--- config.mk ---
export PLATFORM = sky130hd
export DESIGN_NAME = ram_port_arbiter
export DESIGN_NICKNAME = d
export VERILOG_FILES = /design/src/rtl/ram_arb_pkg.sv /design/src/rtl/rf_wr_fifo.sv /design/src/rtl/ram_port_arbiter.sv
export SDC_FILE = /design/constraint.sdc
export NUM_CORES = 1
export LEC_CHECK = 0
export BUFFER_PORTS_ARGS = -buffer_cell sky130_fd_sc_hd__buf_2
export CORE_AREA = 2 2 88 90
export CTS_BUF_LIST = sky130_fd_sc_hd__clkbuf_2
export DETAILED_ROUTE_END_ITERATION = 7
export DIE_AREA = 0 0 90 92
export PLACE_DENSITY = 0.86
export SYNTH_ARGS = -nofsm -noshare
export SYNTH_HDL_FRONTEND = slang
export SYNTH_SLANG_ARGS = --single-unit
--- constraint.sdc ---
create_clock -name clk_top -period 4.15 [get_ports clk_top]
set_clock_uncertainty 0.05 [all_clocks]
set_input_delay 0.6225 -clock clk_top [delete_from_list [all_inputs] [get_ports clk_top]]
set_output_delay 0.6225 -clock clk_top [all_outputs]
set_load 0.01 [all_outputs]
--- src/rtl/ram_arb_pkg.sv ---
// Shared types for the RF / Wishbone RAM port arbiter: Wishbone FSM states,
// posted RF-write FIFO entries and the byte-lane decode helper.
package ram_arb_pkg;

    localparam int FIFO_DEPTH = 2;

    typedef enum logic [0:0] {
        ST_IDLE = 1'b0,
        ST_ACK  = 1'b1
    } wb_state_e;

    typedef struct packed {
        logic [7:0] addr;
        logic [7:0] data;
    } rf_wr_entry_t;

    function automatic logic [3:0] lane_onehot(input logic [1:0] lane);
        return 4'b0001 << lane;
    endfunction

endpackage

--- src/rtl/rf_wr_fifo.sv ---
// Two-entry posted-write FIFO for RF byte writes, with a combinational lookup
// that returns the newest queued data for a given RF address.
module rf_wr_fifo
    import ram_arb_pkg::*;
(
    input  logic         clk,
    input  logic         rst_n,
    input  logic         push,
    input  rf_wr_entry_t push_entry,
    input  logic         pop,
    output rf_wr_entry_t head,
    output logic [1:0]   count,
    input  logic [7:0]   lookup_addr,
    output logic         hit,
    output logic [7:0]   hit_data
);

    rf_wr_entry_t mem_r [FIFO_DEPTH];
    logic         wr_ptr_r;
    logic         rd_ptr_r;
    logic [1:0]   count_r;
    logic         newest_s;

    // Storage, pointers and occupancy; the caller never pushes into a full FIFO without a pop.
    always_ff @(posedge clk or negedge rst_n) begin
        if (!rst_n) begin
            for (int i = 0; i < FIFO_DEPTH; i++) begin
                mem_r[i] <= '0;
            end
            wr_ptr_r <= 1'b0;
            rd_ptr_r <= 1'b0;
            count_r  <= 2'd0;
        end else begin
            if (push) begin
                mem_r[wr_ptr_r] <= push_entry;
                wr_ptr_r        <= ~wr_ptr_r;
            end
            if (pop) begin
                rd_ptr_r <= ~rd_ptr_r;
            end
            case ({push, pop})
                2'b10:   count_r <= count_r + 2'd1;
                2'b01:   count_r <= count_r - 2'd1;
                default: count_r <= count_r;
            endcase
        end
    end

    assign newest_s = ~wr_ptr_r;
    assign head     = mem_r[rd_ptr_r];
    assign count    = count_r;

    // Forward lookup: the most recently pushed entry is checked first.
    always_comb begin
        hit      = 1'b0;
        hit_data = 8'h00;
        if ((count_r != 2'd0) && (mem_r[newest_s].addr == lookup_addr)) begin
            hit      = 1'b1;
            hit_data = mem_r[newest_s].data;
        end else if ((count_r == 2'd2) && (mem_r[rd_ptr_r].addr == lookup_addr)) begin
            hit      = 1'b1;
            hit_data = mem_r[rd_ptr_r].data;
        end else begin
            hit      = 1'b0;
            hit_data = 8'h00;
        end
    end

endmodule

--- src/rtl/ram_port_arbiter.sv ---
// Shares one synchronous-read 32-bit RAM between the SERV RF byte port and the
// Wishbone data port: RF reads first, then posted RF-write drain, then Wishbone.
module ram_port_arbiter
    import ram_arb_pkg::*;
#(
    parameter int memsize = 1024,
    parameter int rf_base = 768,
    parameter int aw      = $clog2(memsize / 4)
) (
    input  logic          clk_top,
    input  logic          rst_n_top,
    input  logic [7:0]    i_raddr_top,
    input  logic          i_ren_top,
    input  logic [7:0]    i_waddr_top,
    input  logic [7:0]    i_wdata_top,
    input  logic          i_wen_top,
    output logic [7:0]    o_rdata_top,
    input  logic [9:2]    i_wb_adr_top,
    input  logic [31:0]   i_wb_dat_top,
    input  logic [3:0]    i_wb_sel_top,
    input  logic          i_wb_stb_top,
    input  logic          i_wb_we_top,
    output logic          o_wb_ack_top,
    output logic [31:0]   o_wb_rdt_top,
    output logic [aw-1:0] o_mem_addr,
    output logic          o_mem_we,
    output logic [3:0]    o_mem_be,
    output logic [31:0]   o_mem_wdata,
    input  logic [31:0]   i_mem_rdata,
    output logic          o_ovf_top
);

    function automatic logic [aw-1:0] rf_word(input logic [7:0] a);
        return aw'((32'(rf_base) + 32'(a)) >> 2);
    endfunction

    function automatic logic [1:0] rf_lane(input logic [7:0] a);
        return 2'(32'(rf_base) + 32'(a));
    endfunction

    wb_state_e    state_r;
    logic         ack_r;
    logic         ovf_r;
    logic         rd_pending_r;
    logic         rd_fwd_r;
    logic [7:0]   fwd_data_r;
    logic [1:0]   rd_lane_r;

    rf_wr_entry_t push_entry_s;
    rf_wr_entry_t head_s;
    logic [1:0]   count_s;
    logic         full_s;
    logic         pop_s;
    logic         push_s;
    logic         hit_s;
    logic [7:0]   hit_data_s;
    logic         grant_s;

    assign full_s       = (count_s == 2'(FIFO_DEPTH));
    assign pop_s        = !i_ren_top && (count_s != 2'd0);
    assign push_s       = i_wen_top && (!full_s || pop_s);
    assign push_entry_s = '{addr: i_waddr_top, data: i_wdata_top};
    assign grant_s      = (state_r == ST_IDLE) && i_wb_stb_top && !i_ren_top
                          && (count_s == 2'd0) && !i_wen_top;

    rf_wr_fifo u_fifo (
        .clk         (clk_top),
        .rst_n       (rst_n_top),
        .push        (push_s),
        .push_entry  (push_entry_s),
        .pop         (pop_s),
        .head        (head_s),
        .count       (count_s),
        .lookup_addr (i_raddr_top),
        .hit         (hit_s),
        .hit_data    (hit_data_s)
    );

    // Single RAM command per cycle; driven combinationally so read data lands one cycle later.
    always_comb begin
        o_mem_addr  = '0;
        o_mem_we    = 1'b0;
        o_mem_be    = 4'h0;
        o_mem_wdata = 32'h0;
        if (!rst_n_top) begin
            o_mem_addr  = '0;
            o_mem_we    = 1'b0;
        end else if (i_ren_top) begin
            o_mem_addr  = rf_word(i_raddr_top);
        end else if (pop_s) begin
            o_mem_addr  = rf_word(head_s.addr);
            o_mem_we    = 1'b1;
            o_mem_be    = lane_onehot(rf_lane(head_s.addr));
            o_mem_wdata = {4{head_s.data}};
        end else if (grant_s) begin
            o_mem_addr  = aw'(i_wb_adr_top);
            o_mem_we    = i_wb_we_top;
            o_mem_be    = i_wb_we_top ? i_wb_sel_top : 4'h0;
            o_mem_wdata = i_wb_dat_top;
        end else begin
            o_mem_addr  = '0;
            o_mem_we    = 1'b0;
        end
    end

    // Wishbone handshake FSM; stb is not sampled in ACK, so each grant yields one ack.
    always_ff @(posedge clk_top or negedge rst_n_top) begin
        if (!rst_n_top) begin
            state_r <= ST_IDLE;
            ack_r   <= 1'b0;
        end else begin
            case (state_r)
                ST_IDLE: begin
                    if (grant_s) begin
                        state_r <= ST_ACK;
                        ack_r   <= 1'b1;
                    end else begin
                        state_r <= ST_IDLE;
                        ack_r   <= 1'b0;
                    end
                end
                ST_ACK: begin
                    state_r <= ST_IDLE;
                    ack_r   <= 1'b0;
                end
                default: begin
                    state_r <= ST_IDLE;
                    ack_r   <= 1'b0;
                end
            endcase
        end
    end

    // RF read bookkeeping for the following cycle, plus the sticky overflow flag.
    always_ff @(posedge clk_top or negedge rst_n_top) begin
        if (!rst_n_top) begin
            rd_pending_r <= 1'b0;
            rd_fwd_r     <= 1'b0;
            fwd_data_r   <= 8'h00;
            rd_lane_r    <= 2'd0;
            ovf_r        <= 1'b0;
        end else begin
            rd_pending_r <= i_ren_top;
            rd_fwd_r     <= i_ren_top && hit_s;
            fwd_data_r   <= hit_data_s;
            rd_lane_r    <= rf_lane(i_raddr_top);
            ovf_r        <= ovf_r || (i_wen_top && full_s && !pop_s);
        end
    end

    // RF read data: forwarded byte or the addressed lane of the RAM word, zero otherwise.
    always_comb begin
        o_rdata_top = 8'h00;
        if (!rd_pending_r) begin
            o_rdata_top = 8'h00;
        end else if (rd_fwd_r) begin
            o_rdata_top = fwd_data_r;
        end else begin
            case (rd_lane_r)
                2'd0:    o_rdata_top = i_mem_rdata[7:0];
                2'd1:    o_rdata_top = i_mem_rdata[15:8];
                2'd2:    o_rdata_top = i_mem_rdata[23:16];
                2'd3:    o_rdata_top = i_mem_rdata[31:24];
                default: o_rdata_top = 8'h00;
            endcase
        end
    end

    assign o_wb_ack_top = ack_r;
    assign o_wb_rdt_top = ack_r ? i_mem_rdata : 32'h0;
    assign o_ovf_top    = ovf_r;

endmodule

# Yosys cells after proc, flatten, opt, wreduce, memory -nomap -nowiden
# Cells that the tools add are included.
# word_totals
reg_bits	50
in_bits	106
out_inout_bits	87
elab_cells	95
# classes
addsub	4
order_cmp	4
n_eq_ne	8
n_shift	1
n_mux	37
bitwise_logic	6
reduce_logical	22
# ops
cell	n
two-way mux 32 bit	5
two-way mux 16 bit	7
two-way mux 8 bit	8
bitwise mux 32 bit	1
case mux 8 bit (4 select lines)	1
adder 10 x 8 -> 10 bit, first input constant	2
two-way mux 4 bit	5
demux 16 bit (select 1 bit)	1
== test 8 bit	2
logical AND 1 bit	12
== test 2 bit, second input constant	4
two-way mux 1 bit	7
>= comparator 2 bit, second input constant	3
inverter 1 -> 2 bit	3
== test 2 x 1 -> 1 bit, second input constant	2
zero test 1 bit	4
zero test 2 bit	2
case mux 2 bit (2 select lines)	1
nonzero test 2 bit	2
<< shifter 1 x 2 -> 4 bit, first input constant	1
inverter 1 bit	3
adder 2 x 1 -> 2 bit, second input constant	1
logical OR 1 bit	2
< comparator 2 x 1 -> 1 bit, second input constant	1
2 further kinds	2

# Logic depth before layout (Yosys ltp)
# Gate-level depths: netlist of run 1.
# logic_depth
ltp_word	9
depth_mapped	11
depth_no_buf	7

# By module
# Synthesis of run 1 repeated with hierarchy kept, for this count alone.
# unflattened
cells_unflattened	389
hier_area_um2	3727.3
# by_module_without_submodules
mod	instances	cells_each	area_each_um2	seq_area_each_um2
rf_wr_fifo	1	145	2021.9	900.9
ram_port_arbiter	1	244	1705.4	350.3

# Worst setup path before layout of run 1
# OpenSTA, ideal clock, no wires.
# synth_timing
kind	input port to output port
from	input i_ren_top
to	output o_mem_wdata[22]
arrival_time_ps	1987
t_required_ps	3477
path_slack_ps	1491
cell_stages	8
n_path_buf	4
cell_sequence	clkbuf_1 -> nand2b_1 -> clkbuf_1 -> inv_1 -> clkbuf_1 -> clkbuf_1 -> a21oi_1 -> nor2_1
# synth_via
word_cells_on_any_way	9
classes_between	mux (4); reduce/logical (5)
# synth_rtl
item	line	source
from (decl)	ram_port_arbiter.sv:13	input logic i_ren_top,
zero test 1 bit	ram_port_arbiter.sv:60	assign pop_s = !i_ren_top && (count_s != 2'd0);
logical AND 1 bit	ram_port_arbiter.sv:60	
via pop_s	ram_port_arbiter.sv:53	logic pop_s;
two-way mux 32 bit	ram_port_arbiter.sv:90	end else if (pop_s) begin
two-way mux 32 bit	ram_port_arbiter.sv:88	end else if (i_ren_top) begin
two-way mux 32 bit	ram_port_arbiter.sv:85	if (!rst_n_top) begin
to (decl)	ram_port_arbiter.sv:28	output logic [31:0] o_mem_wdata,
# The timed path passes the listed nets, and every way through them passes these cells.

# Worst setup path after layout of run 1
# layout_timing
from	register u_fifo.rd_ptr_r
to	output o_mem_wdata[1]
# layout_via
elab_chain_len	7
# layout_rtl
item	line	source
from (decl)	rf_wr_fifo.sv:20	logic rd_ptr_r;
from (signal assigned)	rf_wr_fifo.sv:39	rd_ptr_r <= ~rd_ptr_r;
inverter 1 -> 2 bit (implied by the code)	rf_wr_fifo.sv:50	assign head = mem_r[rd_ptr_r];
two-way mux 16 bit (implied by the code) (3 in series)	rf_wr_fifo.sv:50	
two-way mux 32 bit	ram_port_arbiter.sv:90	
two-way mux 32 bit	ram_port_arbiter.sv:88	
two-way mux 32 bit	ram_port_arbiter.sv:85	
# No other way between the ends. The select of a mux whose other input is x is not followed.

==> flow_metrics.env, run 1 <==
export IMPL_row_count=32
export IMPL_die_area_um2=8280
export IMPL_cts_root_buffer="clkbuf_2"
export IMPL_drive_above_1_share=0.4752
export IMPL_die_w_um=90
export IMPL_first_pass_iters=4
export IMPL_drv_cap=0
export IMPL_area_growth_pct=31.39
export IMPL_synth_edf_count=0
export IMPL_via_count=3480
export IMPL_syn_instance_count=365
export IMPL_worst_setup_path_start_kind="flop"
export IMPL_io_pin_count=193
export IMPL_rsz0062_at_grt="no"
export IMPL_synth_nets=472
export IMPL_status="completed"
export IMPL_clk_pin_slew_ps=250
export IMPL_ys_seq_area_frac=0.3542
export IMPL_wl_per_cell_um=15.98
export IMPL_power_density_nw_per_um2=523.2
export IMPL_hold_viol_final=0
export IMPL_grt_pass1_vias=3391
export IMPL_post_synth_cell_area_avg_um2=9.677
export IMPL_vias_per_cell=5.379
export IMPL_synth_cell_type_count=31
export IMPL_crit_fanout=20
export IMPL_gr_total_overflow=0
export IMPL_clkPwrFrac=0.132
export IMPL_pwr_share_comb=0.494
export IMPL_htreeDepth=2
export IMPL_synth_seq_cells=50
export IMPL_numPortBuffers=192
export IMPL_drc=0
export IMPL_period_needed_ps=3467
export IMPL_cts_tree="built"
export IMPL_diodes=0
export IMPL_final_nets=651
export IMPL_grt_usage=0.2460
export IMPL_p_sw_mw=0.9804
export IMPL_synth_cell_area_um2=3532
export IMPL_antenna_found_initial=0
export IMPL_layout_commonest_cell="buf_2"
export IMPL_slew_headroom=0.3544
export IMPL_critPathMaxStageDelay_ps=1040
export IMPL_cts_setup_buffers=0
export IMPL_clock_latency_ps=440
export IMPL_ys_warnings_count=0
export IMPL_wl_um=10340
export IMPL_numCtsBuffers=5
export IMPL_required_ps=3480
export IMPL_core_area_um2=7447
export IMPL_worst_setup_path_end_kind="output port"
export IMPL_initial_core_util=0.4743
export IMPL_hold_path_class="in2async"
export IMPL_p_int_mw=1.448
export IMPL_p_leak_nw=2.382
export IMPL_tns_ps=0
export IMPL_drt_iter0_markers=161
export IMPL_worstSetupPathType="reg2out"
export IMPL_setup_viol=0
export IMPL_cp_cell_sequence="mux2_2 > o21ai_0 > nor2_1 > buf_2"
export IMPL_p_seq_frac=0.374
export IMPL_final_cell_mix="buf_2, dfrtp_1, nor2_1"
export IMPL_worst_slack_ps=682.5
export IMPL_place_ws_ps=1213
export IMPL_ant_nets=0
export IMPL_total_power_mw=2.428
export IMPL_post_cts_resized=0
export IMPL_cp_arrival_ps=2790
export IMPL_tightest_slew_ps=968.4
export IMPL_cts_hold_buf=0
export IMPL_crit_family="flip-flops"
export IMPL_grt_max_degree=59
export IMPL_grt_pass1_wl_um=16380
export IMPL_cp_slowest_cell="dfrtp_1"
export IMPL_clk_path_buf_depth=2
export IMPL_synthFlopType="dfrtp_1"
export IMPL_die_h_um=92
export IMPL_swShare=0.4038
export IMPL_crit_buf_inv=1
export IMPL_post_dp_hpwl_um=8105
export IMPL_clock_sinks=50
export IMPL_peakVddDrop_mv=0.2577
export IMPL_slew_viol_final=0
export IMPL_async_reset_ff_frac=1.000
export IMPL_gp_congestion=0.8512
export IMPL_fmax_mhz=288.4
export IMPL_min_period_over_period=0.8355
worst paths after layout:
check / slack, ps / startpoint / cells after the start / endpoint
setup / recovery: 680 / u_fifo.rd_ptr_r / 4 / o_mem_wdata[1]
hold / removal: 240 / rst_n_top / 2 / u_fifo.mem_r[8]
setup reg to reg: 1260 / u_fifo.rd_ptr_r / 6 / fwd_data_r[1]
hold reg to reg: 480 / o_ovf_top / 1 / o_ovf_top
max in group asynchronous: 3360 / rst_n_top / 2 / u_fifo.mem_r[28]
min in group clk_top: 290 / i_raddr_top[0] / 1 / rd_lane_r[0]
per-layer routing:
metal | vias up | track usage | part of all wire
li1 | 1635 | - | -
met1 | 1681 | 0.2897 | 0.40
met2 | 153 | 0.4605 | 0.52
met3 | 11 | 0.04930 | 0.066
met4 | 0 | 0.05769 | 0.014
met5 | - | 0 | 0
cell usage after synthesis (3+ instances only):
| cell | n | share of area |
|---|---|---|
| a21oi_1 | 34 | 0.048 |
| a22o_1 | 8 | 0.020 |
| and2_1 | 33 | 0.058 |
| clkbuf_1 | 19 | 0.020 |
| dfrtp_1 | 50 | 0.35 |
| inv_1 | 3 | 0.0032 |
| mux2_2 | 41 | 0.13 |
| mux2i_1 | 24 | 0.068 |
| mux4_2 | 8 | 0.051 |
| nand2_1 | 15 | 0.016 |
| nand2b_1 | 7 | 0.012 |
| nand3_1 | 4 | 0.0057 |
| nor2_1 | 42 | 0.045 |
| nor2b_1 | 12 | 0.021 |
| nor3_1 | 4 | 0.0057 |
| o211a_1 | 6 | 0.017 |
| o21ai_0 | 18 | 0.026 |
| xnor2_1 | 12 | 0.030 |
| xor2_1 | 8 | 0.020 |
worst reg2reg max path, delay by kind of cell, from the launching register on:
| kind | cells | cell delay (ps) |
|---|---|---|
| AND/OR/NAND/NOR | 2 | 430 |
| AO/OA/AOI/OAI | 1 | 250 |
| XOR/XNOR | 1 | 150 |
| flip-flops | 1 | 1040 |
| multiplexers | 2 | 950 |
metrics by stage:
stage               cell area (µm²)  hold slack [ps]  instances  utilization
floorplan                      3532            276.9        365            -
global placement               4547            433.9        639       0.6106
detailed placement             4547            434.1        639       0.6106
CTS                            4641            245.3        647       0.6232
global route                   4641            238.0        647       0.6232
finish                         4641            238.5        647       0.6232
power by group through the flow:
stage               combinational, mW  clock, mW  sequential (mW)
floorplan                       0.972          0            0.794
global placement                 1.15          0            0.889
detailed placement               1.19          0            0.908
CTS                              1.20      0.325            0.898
global route                     1.32      0.341            0.932
finish                           1.20      0.321            0.907
final cells by class:
| cell class | instances | area [µm²] |
|---|---|---|
| clock inverter | 3 | 68.82 |
| timing repair buffer | 195 | 983.4 |
| sequential | 50 | 1251 |
| inverter | 3 | 11.26 |
| tap | 102 | 127.6 |
| multi-input combinational | 289 | 2173 |
| clock buffer | 5 | 25.02 |
| fill | 627 | 2806 |
sequential cells by signal (all words and copies together) (netlist names):
register,cells
u_fifo.mem_r,32
fwd_data_r,8
rd_lane_r,2
u_fifo.count,2
o_ovf_top,1
o_wb_ack_top,1
rd_fwd_r,1
rd_pending_r,1
u_fifo.rd_ptr_r,1
u_fifo.wr_ptr_r,1
cells by family (layout without fill, tap and decap cells):
family,count (synthesis),count (layout),synth area share
AND/OR/NAND/NOR,122,122,0.1821
multiplexers,75,75,0.2575
AO/OA/AOI/OAI,71,71,0.1212
flip-flops,50,50,0.3542
buffers and inverters,26,206,0.03188
XOR/XNOR,20,20,0.04959
adder cells (fa/ha/maj),1,1,0.003542
Power figures use the tool's default switching activity.
==> inputs of run 2 (changes only) <==
Settings changed: ABC_AREA from default to 1, CORE_AREA 2 2 88 90 to 2 2 93 95, DIE_AREA 0 0 90 92 to 0 0 95 97, PLACE_DENSITY 0.86 to 0.82.
Clock period 4.15 ns to 3.3 ns, I/O delays scaled along.
==> flow_metrics.env, run 2 <==
export IMPL_status="completed"
export IMPL_yosys_top_cells_area="dfrtp_1, nand2_1, inv_1"
export IMPL_worst_setup_path_end_kind="output port"
export IMPL_ys_warnings_count=0
export IMPL_synth_nets=733
export IMPL_crit_fanout=31
export IMPL_synth_common_cells="nand2_1, inv_1, o21ai_0, dfrtp_1, a21oi_1"
export IMPL_grt_pass1_vias=4120
export IMPL_drc=0
export IMPL_gr_total_overflow=0
export IMPL_wl_per_cell_um=13.79
export IMPL_clock_latency_ps=460
export IMPL_layout_commonest_cell="nand2_1"
export IMPL_cp_cell_sequence="inv_2 > nand2_1 > nand2_1 > inv_1 > a31oi_1 > nor3_1 > buf_2"
export IMPL_post_synth_cell_area_avg_um2=6.142
export IMPL_tns_ps=0
export IMPL_clock_sinks=50
export IMPL_htreeDepth=2
export IMPL_grt_max_degree=51
export IMPL_final_area_um2=4876
export IMPL_vias_per_cell=5.169
export IMPL_cts_root_buffer="clkbuf_2"
export IMPL_period_needed_ps=2955
export IMPL_post_dp_hpwl_um=10010
export IMPL_min_period_over_period=0.8955
export IMPL_synth_most_common_cell="nand2_1"
export IMPL_cts_tree="built"
export IMPL_synth_top_area_share=0.3254
export IMPL_synth_edf_count=0
export IMPL_core_area_um2=8134
export IMPL_fmax_mhz=338.4
export IMPL_numPortBuffers=192
export IMPL_hold_path_class="in2async"
export IMPL_worstSetupPathType="reg2out"
export IMPL_clk_pin_slew_ps=290
export IMPL_tightest_slew_ps=901.8
export IMPL_grt_usage=0.2619
export IMPL_synthFlopType="dfrtp_1"
export IMPL_crit_top_cell="nand2_1"
export IMPL_die_w_um=95
export IMPL_gp_congestion=0.9626
export IMPL_ant_nets=0
export IMPL_cts_hold_buf=0
export IMPL_io_pin_count=193
export IMPL_synth_seq_cells=50
export IMPL_die_h_um=97
export IMPL_largestRegisters="u_fifo.mem_r (32), fwd_data_r (8)"
export IMPL_p_leak_nw=2.984
export IMPL_regMostFlops="u_fifo.mem_r"
export IMPL_peakVddDrop_mv=0.3318
export IMPL_critPathMaxStageDelay_ps=970
export IMPL_placed_area_um2=4820
export IMPL_yosys_area_top_type="dfrtp_1"
export IMPL_final_nets=909
export IMPL_via_count=4699
export IMPL_drv_cap=0
export IMPL_final_cell_mix="nand2_1, buf_2, inv_1"
export IMPL_hold_viol_final=0
export IMPL_numCtsBuffers=5
export IMPL_setup_viol=0
export IMPL_die_area_um2=9215
export IMPL_power_density_nw_per_um2=605.7
export IMPL_cts_setup_buffers=0
export IMPL_initial_core_util=0.4727
export IMPL_cp_arrival_ps=2410
export IMPL_total_power_mw=2.953
export IMPL_clk_path_buf_depth=2
export IMPL_wl_um=12540
export IMPL_grt_pass1_wl_um=19460
export IMPL_syn_instance_count=626
export IMPL_synth_cell_area_um2=3845
export IMPL_rsz0062_at_grt="no"
export IMPL_drt_iter0_markers=384
export IMPL_async_reset_ff_frac=1.000
export IMPL_drive_above_1_share=0.2852
export IMPL_slew_viol_final=0
export IMPL_largest_register_ffs=32
export IMPL_synth_cell_type_count=32
export IMPL_row_count=33
export IMPL_antenna_found_initial=1
export IMPL_slew_headroom=0.3974
export IMPL_first_pass_iters=6
export IMPL_area_growth_pct=26.81
export IMPL_post_cts_resized=0
export IMPL_cp_slowest_cell="dfrtp_1"
export IMPL_worst_setup_path_start_kind="flop"
export IMPL_ys_seq_area_frac=0.3254
export IMPL_required_ps=2750
[run 2: final timing paths]
path                            startpoint          endpoint  slack, ps  depth (start not counted)
max                        u_fifo.rd_ptr_r       o_mem_be[2]        340                          7
min reg2reg                      o_ovf_top         o_ovf_top        470                          1
max in group asynchronous        rst_n_top  u_fifo.mem_r[12]       2680                          2
max reg2reg                u_fifo.rd_ptr_r     fwd_data_r[1]        850                         10
min                              rst_n_top   u_fifo.rd_ptr_r        100                          2
min in group clk_top        i_raddr_top[0]      rd_lane_r[0]        110                          1
[run 2: power breakdown]
| part | total [mW] | internal (mW) | leakage [nW] | switching, mW |
|---|---|---|---|---|
| sequential | 1.09 | 0.829 | 0.628 | 0.264 |
| combinational | 1.57 | 0.542 | 2.32 | 1.03 |
| clock | 0.287 | 0.0631 | 0.0355 | 0.224 |
| total | 2.95 | 1.43 | 2.98 | 1.52 |
[run 2: through the flow]
| step | cells | hold WS (ps) | utilization | setup slack (ps) |
|---|---|---|---|---|
| global placement | 900 | 403.0 | 0.5925 | 933.7 |
| detailed placement | 900 | 415.3 | 0.5925 | 849.5 |
| floorplan | 626 | 149.4 | - | 1302 |
| global route | 908 | 68.21 | 0.5991 | 128.6 |
| CTS | 908 | 97.80 | 0.5991 | 370.6 |
| finish | 909 | 98.23 | 0.5994 | 344.7 |
[run 2: area by class of cell]
type / instances / area [µm²]
Multi-Input combinational cell: 456 / 2097
Timing Repair Buffer: 196 / 991.0
Sequential cell: 50 / 1251
Fill cell: 824 / 3258
Antenna cell: 1 / 2.502
Inverter: 93 / 349.1
Tap cell: 105 / 131.4
Clock inverter: 3 / 28.78
Clock buffer: 5 / 25.02
[run 2: logic make-up after synthesis]
kind of cell / share of synthesized area
flip-flops: 0.3254
XOR/XNOR: 0.006835
AND/OR/NAND/NOR: 0.3443
AO/OA/AOI/OAI: 0.1910
adder cells (fa/ha/maj): 0.003254
buffers and inverters: 0.1292
[run 2: worst max-delay path, delay by kind of cell (launching register included)]
family | cells | cell delay (ps)
flops | 1 | 970
simple gates | 3 | 450
buf+inv | 3 | 450
compound gates | 1 | 80
[run 2: metal layers]
| metal | share of wire | track usage |
|---|---|---|
| met3 | 0.067 | 0.04283 |
| met1 | 0.43 | 0.3450 |
| met4 | 0.017 | 0.06577 |
| met5 | 0 | 0 |
| met2 | 0.49 | 0.4446 |
==> inputs of run 3 (changes only) <==
Settings changed: RECOVER_POWER from default to 25.
==> flow_metrics.env, run 3 (same netlist as run 2, synthesis figures left out) <==
export IMPL_worst_setup_path_end_kind="output port"
export IMPL_period_needed_ps=2955
export IMPL_via_count=4685
export IMPL_wl_met2_um=6065
export IMPL_setup_viol=0
export IMPL_grt_usage=0.2619
export IMPL_largest_register_ffs=32
export IMPL_tightest_slew_ps=2542
export IMPL_rsz0062_at_grt="no"
export IMPL_power_density_nw_per_um2=606.4
export IMPL_row_count=33
export IMPL_fmax_mhz=338.4
export IMPL_first_pass_iters=6
export IMPL_antenna_found_initial=1
export IMPL_area_growth_pct=26.59
export IMPL_core_area_um2=8134
export IMPL_post_cts_resized=0
export IMPL_io_pin_count=193
export IMPL_cts_tree="built"
export IMPL_drt_iter0_markers=383
export IMPL_reg2reg_depth=10
export IMPL_final_cell_mix="nand2_1, buf_2, inv_1"
export IMPL_drc=0
export IMPL_vias_per_cell=5.154
export IMPL_final_nets=909
export IMPL_clk_path_buf_depth=2
export IMPL_nFillCells=828
export IMPL_wl_um=12480
export IMPL_dp_cells=900
export IMPL_gp_congestion=0.9626
export IMPL_dr_wl_met3_um=877
export IMPL_ant_nets=0
export IMPL_worst_setup_path_start_kind="flop"
export IMPL_r2r_start="u_fifo.rd_ptr_r"
export IMPL_violations="capacitance limit, slew limit"
export IMPL_wl_per_cell_um=13.72
export IMPL_largestRegisters="u_fifo.mem_r (32), fwd_data_r (8)"
export IMPL_crit_fanout=31
export IMPL_dr_max_layer_used="met4"
export IMPL_worstHoldStart="i_raddr_top[0]"
export IMPL_worstSetupPathType="reg2out"
export IMPL_die_w_um=95
export IMPL_cts_hold_buf=0
export IMPL_cts_root_buffer="clkbuf_2"
export IMPL_clock_sinks=50
export IMPL_required_ps=2750
export IMPL_fin_cells=909
export IMPL_clock_latency_ps=460
export IMPL_min_period_over_period=0.8955
export IMPL_slew_viol_final=51
export IMPL_initial_core_util=0.4727
export IMPL_cp_arrival_ps=2410
export IMPL_hold_path_class="in2reg"
export IMPL_hold_depth=1
export IMPL_drv_cap=1
export IMPL_peakVddDrop_mv=0.3314
export IMPL_drive_above_1_share=0.2790
export IMPL_tns_ps=0
export IMPL_timing_rr_end="fwd_data_r[2]"
export IMPL_min_delay_worst_endpoint="rd_lane_r[0]"
export IMPL_grt_pass1_vias=4120
export IMPL_regMostFlops="u_fifo.mem_r"
export IMPL_cts_setup_buffers=0
export IMPL_grt_pass1_wl_um=19460
export IMPL_p_leak_nw=2.969
export IMPL_slew_headroom=-0.6950
export IMPL_die_h_um=97
export IMPL_met1Wirelength_um=5333
export IMPL_rrSetupSlack_ps=860
export IMPL_numPortBuffers=192
export IMPL_post_dp_hpwl_um=10010
export IMPL_gr_total_overflow=0
export IMPL_clk_pin_slew_ps=290
export IMPL_status="finished, violations left"
export IMPL_hold_viol_final=0
export IMPL_die_area_um2=9215
export IMPL_layout_commonest_cell="nand2_1"
export IMPL_numCtsBuffers=5
export IMPL_grt_max_degree=51
export IMPL_htreeDepth=2
## run 3: critical path, stage by stage, from the launching register on
cell and delay [ps]:
dfrtp_1 980, inv_2 200, nand2_1 140, nand2_1 120, inv_1 100, a31oi_1 80
nor3_1 180, buf_2 160
## run 3: per-stage QoR
stage	hold WS [ps]	worst slack (ps)	instance area (µm²)	total power, mW	util
3_5_place_dp	415.3	849.5	4820	2.657	0.5925
5_1_grt	93.89	128.6	4865	3.246	0.5981
4_1_cts	97.80	370.6	4873	2.938	0.5991
6_report	128.0	344.7	4867	2.951	0.5984
3_3_place_gp	403.0	933.7	4820	2.612	0.5925
2_1_floorplan	149.4	1302	3845	2.219	-
## run 3: layer usage
layer | track usage | vias up
met5 | 0 | -
met4 | 0.06577 | 0
met3 | 0.04283 | 25
met2 | 0.4446 | 204
met1 | 0.3450 | 2128
li1 | - | 2328
## run 3: worst max-delay path by stage
stage / start / end / slack, ps / cells after the start
3_5_place_dp: i_ren_top / u_fifo.count[1] / 850 / 8
3_3_place_gp: i_ren_top / o_mem_be[2] / 930 / 7
6_report: u_fifo.rd_ptr_r / o_mem_be[2] / 340 / 7
2_1_floorplan: i_ren_top / o_mem_wdata[10] / 1300 / 7
5_1_grt: u_fifo.rd_ptr_r / o_mem_be[2] / 130 / 7
4_1_cts: u_fifo.rd_ptr_r / o_mem_be[2] / 370 / 7
## run 3: area by class of cell
class                           instances  area, µm²  area share
Tap cell                              105      131.4     0.02699
Sequential cell                        50       1251      0.2571
Timing Repair Buffer                  196      982.2      0.2018
Clock buffer                            5      25.02    0.005141
Inverter                               93      349.1     0.07172
Antenna cell                            1      2.502   0.0005141
Clock inverter                          3      28.78    0.005913
Multi-Input combinational cell        456       2097      0.4308
## run 3: report_power, final
part | leakage (nW) | internal, mW | switching (mW) | total [mW]
Sequential | 0.628 | 0.829 | 0.266 | 1.09
Clock | 0.0355 | 0.0631 | 0.223 | 0.287
Combinational | 2.31 | 0.541 | 1.03 | 1.57
Total | 2.97 | 1.43 | 1.52 | 2.95
